--- config.mk ---
export PLATFORM = sky130hd
export DESIGN_NAME = seq_shifter
export DESIGN_NICKNAME = d
export VERILOG_FILES = /design/src/rtl/seq_shifter.sv
export SDC_FILE = /design/constraint.sdc
export NUM_CORES = 1
export LEC_CHECK = 0
export ABC_AREA = 1
export CELL_PAD_IN_SITES_DETAIL_PLACEMENT = 1
export CELL_PAD_IN_SITES_GLOBAL_PLACEMENT = 1
export CORE_MARGIN = 2
export CORE_UTILIZATION = 37
export DETAILED_ROUTE_END_ITERATION = 12
export PLACE_DENSITY_LB_ADDON = 0.1
export SLEW_MARGIN = 20
export SYNTH_ARGS = -nofsm -noshare
export SYNTH_HDL_FRONTEND = slang
export SYNTH_SLANG_ARGS = --single-unit
--- constraint.sdc ---
create_clock -name clk -period 2.9 [get_ports clk]
set_clock_uncertainty 0.05 [all_clocks]
set_input_delay 0.58 -clock clk [delete_from_list [all_inputs] [get_ports clk]]
set_output_delay 0.58 -clock clk [all_outputs]
set_load 0.01 [all_outputs]
--- src/rtl/seq_shifter.sv ---
// Bit-serial shift unit: SLL/SRL/SRA one bit position per clock behind a start/busy/done handshake.
// Produces the same results as the single-cycle combinational shifter.
module seq_shifter #(
  parameter int WIDTH = 32,
  parameter int SHW   = 5
) (
  input  logic             clk,
  input  logic             reset,
  input  logic             start,
  input  logic [WIDTH-1:0] a,
  input  logic [SHW-1:0]   shamt,
  input  logic [1:0]       mode,
  output logic             busy,
  output logic             done,
  output logic [WIDTH-1:0] y
);

  typedef enum logic [1:0] {
    ST_IDLE  = 2'd0,
    ST_SHIFT = 2'd1,
    ST_DONE  = 2'd2
  } state_t;

  localparam logic [1:0]     MODE_SLL = 2'b00;
  localparam logic [1:0]     MODE_SRL = 2'b01;
  localparam logic [1:0]     MODE_SRA = 2'b10;
  localparam logic [1:0]     MODE_RSV = 2'b11;
  localparam logic [SHW-1:0] CNT_ONE  = {{(SHW-1){1'b0}}, 1'b1};

  state_t           state_q;
  logic [WIDTH-1:0] sreg_q;
  logic [WIDTH-1:0] sreg_d;
  logic [SHW-1:0]   cnt_q;
  logic [SHW-1:0]   cnt_d;
  logic [1:0]       mreg_q;
  logic [WIDTH-1:0] y_q;
  logic             busy_q;
  logic             done_q;

  // One-bit step of the latched operation; the reserved mode never shifts
  // because it is loaded with a zero count.
  always_comb begin
    sreg_d = sreg_q;
    case (mreg_q)
      MODE_SLL: sreg_d = {sreg_q[WIDTH-2:0], 1'b0};
      MODE_SRL: sreg_d = {1'b0, sreg_q[WIDTH-1:1]};
      MODE_SRA: sreg_d = {sreg_q[WIDTH-1], sreg_q[WIDTH-1:1]};
      default:  sreg_d = sreg_q;
    endcase
  end

  assign cnt_d = cnt_q - CNT_ONE;

  always_ff @(posedge clk or posedge reset) begin
    if (reset) begin
      state_q <= ST_IDLE;
      sreg_q  <= '0;
      cnt_q   <= '0;
      mreg_q  <= '0;
      y_q     <= '0;
      busy_q  <= 1'b0;
      done_q  <= 1'b0;
    end else begin
      case (state_q)
        ST_IDLE: begin
          done_q <= 1'b0;
          if (start) begin
            mreg_q  <= mode;
            busy_q  <= 1'b1;
            state_q <= ST_SHIFT;
            if (mode == MODE_RSV) begin
              sreg_q <= '0;
              cnt_q  <= '0;
            end else begin
              sreg_q <= a;
              cnt_q  <= shamt;
            end
          end
        end
        ST_SHIFT: begin
          if (cnt_q != '0) begin
            sreg_q <= sreg_d;
            cnt_q  <= cnt_d;
          end else begin
            y_q     <= sreg_q;
            busy_q  <= 1'b0;
            done_q  <= 1'b1;
            state_q <= ST_DONE;
          end
        end
        ST_DONE: begin
          done_q  <= 1'b0;
          state_q <= ST_IDLE;
        end
        default: begin
          busy_q  <= 1'b0;
          done_q  <= 1'b0;
          state_q <= ST_IDLE;
        end
      endcase
    end
  end

  assign busy = busy_q;
  assign done = done_q;
  assign y    = y_q;

endmodule

==> results.md <==
* Outcome: complete, no violations
* Avg Cell Area, Syn at 6.93 um^2
* H-tree depth at 3
* Total gr overflow at 0
* Clock Tree Root: clkbuf_8
* P_leak at 2.67 nW
* Core box area at 0.0108 mm^2
* Maximum VDD drop at 0.434 mV
* WL/cell at ~16 um
* Total iterations of the first detailed-routing run at 5
* Final Core Density at 47.4%
* Synthesized instance count at around 590
* Worst setup margin at between 0.8 and 0.9 ns
* Width of the die at roughly 110 um
* Post-route ant nets at 0
* CP max stage cell: dfrtp_1
* Yosys Warn Count at 0
* Min-Delay Path Class: flop to flop
* Routability cong. at 0.841
* Slowest Stage Delay on Critical Path at 0.39 ns
* Layout cell share with drive strength beyond 1 at ~5.5%
* Post-synth top area share at between 40% and 50%
* Postcts setup bufs at 0
* Top cells by area, synth: dfrtp_1 (46%), nand2_1 (24%), nand3_1 (13%)
* Max-slew headroom at 45.5%
* Post-CTS sizing at 0
* Total wire length at 12.6 mm
* CTS tree: built
* Total track usage at between 20% and 30%
* CP required at 3.14 ns
* Clock buffer depth at 2
* Crit start category: flop
* Seq cells post-synth at 75
* Setup TNS at 0 ns
* Final period util at 70.6%
* Most common flop cell mapped by yosys: dfrtp_1
* Setup CP Type: flop to flop
* Final Hold Vio Count at 0
* DRC Markers at 0
* PortBufs at 75
* Syn_nets at 639
* Synth unique cells at 18
* Post-Place Worst Slack at ~0.61 ns
* Min Clock Period, post-route at approximately 2.0 ns
* Largest net degree at the start of global routing at 43
* Crit-path max FO at 20
* Tightest Pin Transition at 0.817 ns
* Clock Latency Late Sink at 0.35 ns
* RSZ-0062 raised after global routing: false
* # rows at 38
* Number of flops mapped to enable cells by yosys at 0
* Mapped Area at 0.00411 mm^2
* Vias in the first global route at 4,249
* Worst path cell trace: inv_1 -> ha_1 -> buf_4 -> inv_1 -> nand2_1 -> nand3_1 -> a21oi_1 -> nand3_1 -> nand2_1
* Max-Cap Viols at 0
* Ys async rst share at 100%
* Data arrival, critical path at 2.29 ns
* Die Span Y at 109 um
* Global-route wire length before repair at 21.1 mm
* # fillers at 1,378
* TritonCTS buffer count at 9
* Sequential fraction of the synthesis area at between 40% and 50%
* DIE AREA at 0.0120 mm^2
* Worst Setup End Kind: flop
* Area grow syn2layout at 25.2%
* Post-synth top area cell: dfrtp_1
* NumNets Final at 704
* Final Slew Violations at 0
* CTS sink count at between 70 and 80
* Pwr Total at 5.87 mW
* # hold bufs at CTS at 0
* Top-count cell post-synth: nand2_1
* Vias at 4,115
* PD cells at 1140 mW/mm^2
* Clock transition at the registers of the reported paths at about 0.07 ns
* R2r setup slk at approximately 0.85 ns
* Antenna cells at 0
* Vias per cell at 5.14
* Dpl hpwl at 8.36 mm
* Initial antenna violation count at 0
* Max frequency at 488 MHz
* DRT iter0 DRCs at 251
* Starting Density at a little under two fifths
* Setup violators final at 0
* Most common library cells after synthesis: nand2_1 (258), nand3_1 (110), dfrtp_1 (75)
* IO Pins at 76
[layout make-up]
cell class                      instances  area (um^2)  share of cell area (%)
Sequential cell                        75         1880                    36.5
Clock buffer                           13          149                    2.89
Tap cell                              140          175                    3.41
Timing Repair Buffer                   91          883                    17.2
Inverter                               37          139                    2.70
Multi-Input combinational cell        444         1920                    37.3
[cells by family after synthesis]
kind of cell / count (synthesis) / synth area share [%]
AND/OR/NAND/NOR: 406 / 41.3
flip-flops: 75 / 45.7
buffers and inverters: 74 / 7.58
AO/OA/AOI/OAI: 33 / 4.02
adder cells (fa/ha/maj): 4 / 1.22
XOR/XNOR: 1 / 0.213
[layer usage]
metal | GRT usage [%] | vias up | wire length (um)
met4 | 7.41 | 0 | 176
met2 | 36.5 | 102 | 5720
met5 | 0 | - | 0
met1 | 31.5 | 2007 | 6080
li1 | - | 1992 | -
met3 | 2.90 | 14 | 609
[per-stage QoR]
step	hold slack [ns]	std cells	cell area, um^2
after floorplan	0.392	593	4110
after global placement	0.405	787	4990
after detailed placement	0.415	787	4990
after CTS	0.434	800	5140
after global routing	0.458	800	5140
final	0.426	800	5140
[final timing paths]
| kind | cells after the start | end | startpoint |
|---|---|---|---|
| worst max-delay path | 9 | sreg_q[6] | mreg_q[0] |
| worst max register to register | 9 | sreg_q[6] | mreg_q[0] |
| max in group asynchronous | 3 | cnt_q[3] | reset |
| min in group asynchronous | 2 | sreg_q[11] | reset |
| worst min register to register | 2 | y[23] | y[23] |
| worst min-delay path | 2 | y[23] | y[23] |
[flip-flops by register name, summed over array words and instances, names as in the netlist]
| signal | count |
|---|---|
| busy | 1 |
| cnt_q | 5 |
| done | 1 |
| mreg_q | 2 |
| sreg_q | 32 |
| state_q | 2 |
| y | 32 |
[critical path, delay by kind of cell (launching register included)]
kind / cells / cell delay [ns]
and+or+nand+nor: 4 / 0.74
buffers and inverters: 3 / 0.46
DFF: 1 / 0.39
AOI/OAI and AO/OA: 1 / 0.18
adders and majority gates: 1 / 0.16
[power by group]
group / internal (mW) / switching, mW / total (mW)
clock network: 0.322 / 0.374 / 0.696
registers: 1.49 / 0.355 / 1.85
logic: 1.16 / 2.16 / 3.32
total: 2.97 / 2.89 / 5.87
[cells in the final DEF, fill, tap and decap left out]
| cell type | synthesis | final |
|---|---|---|
| a21oi_1 | 14 | 14 |
| buf_12 | 0 | 1 |
| buf_4 | 0 | 15 |
| clkbuf_1 | 8 | 3 |
| clkbuf_8 | 0 | 10 |
| clkdlybuf4s50_1 | 0 | 75 |
| dfrtp_1 | 75 | 75 |
| ha_1 | 4 | 4 |
| inv_1 | 34 | 33 |
| inv_2 | 3 | 4 |
| nand2_1 | 258 | 258 |
| nand2_2 | 4 | 4 |
| nand3_1 | 110 | 110 |
| nand3b_1 | 2 | 2 |
| nand4_1 | 1 | 1 |
| nor2_1 | 29 | 29 |
| nor2_4 | 2 | 2 |
| o21ai_0 | 19 | 19 |
| xnor2_1 | 1 | 1 |
Power figures use the tool's default switching activity.
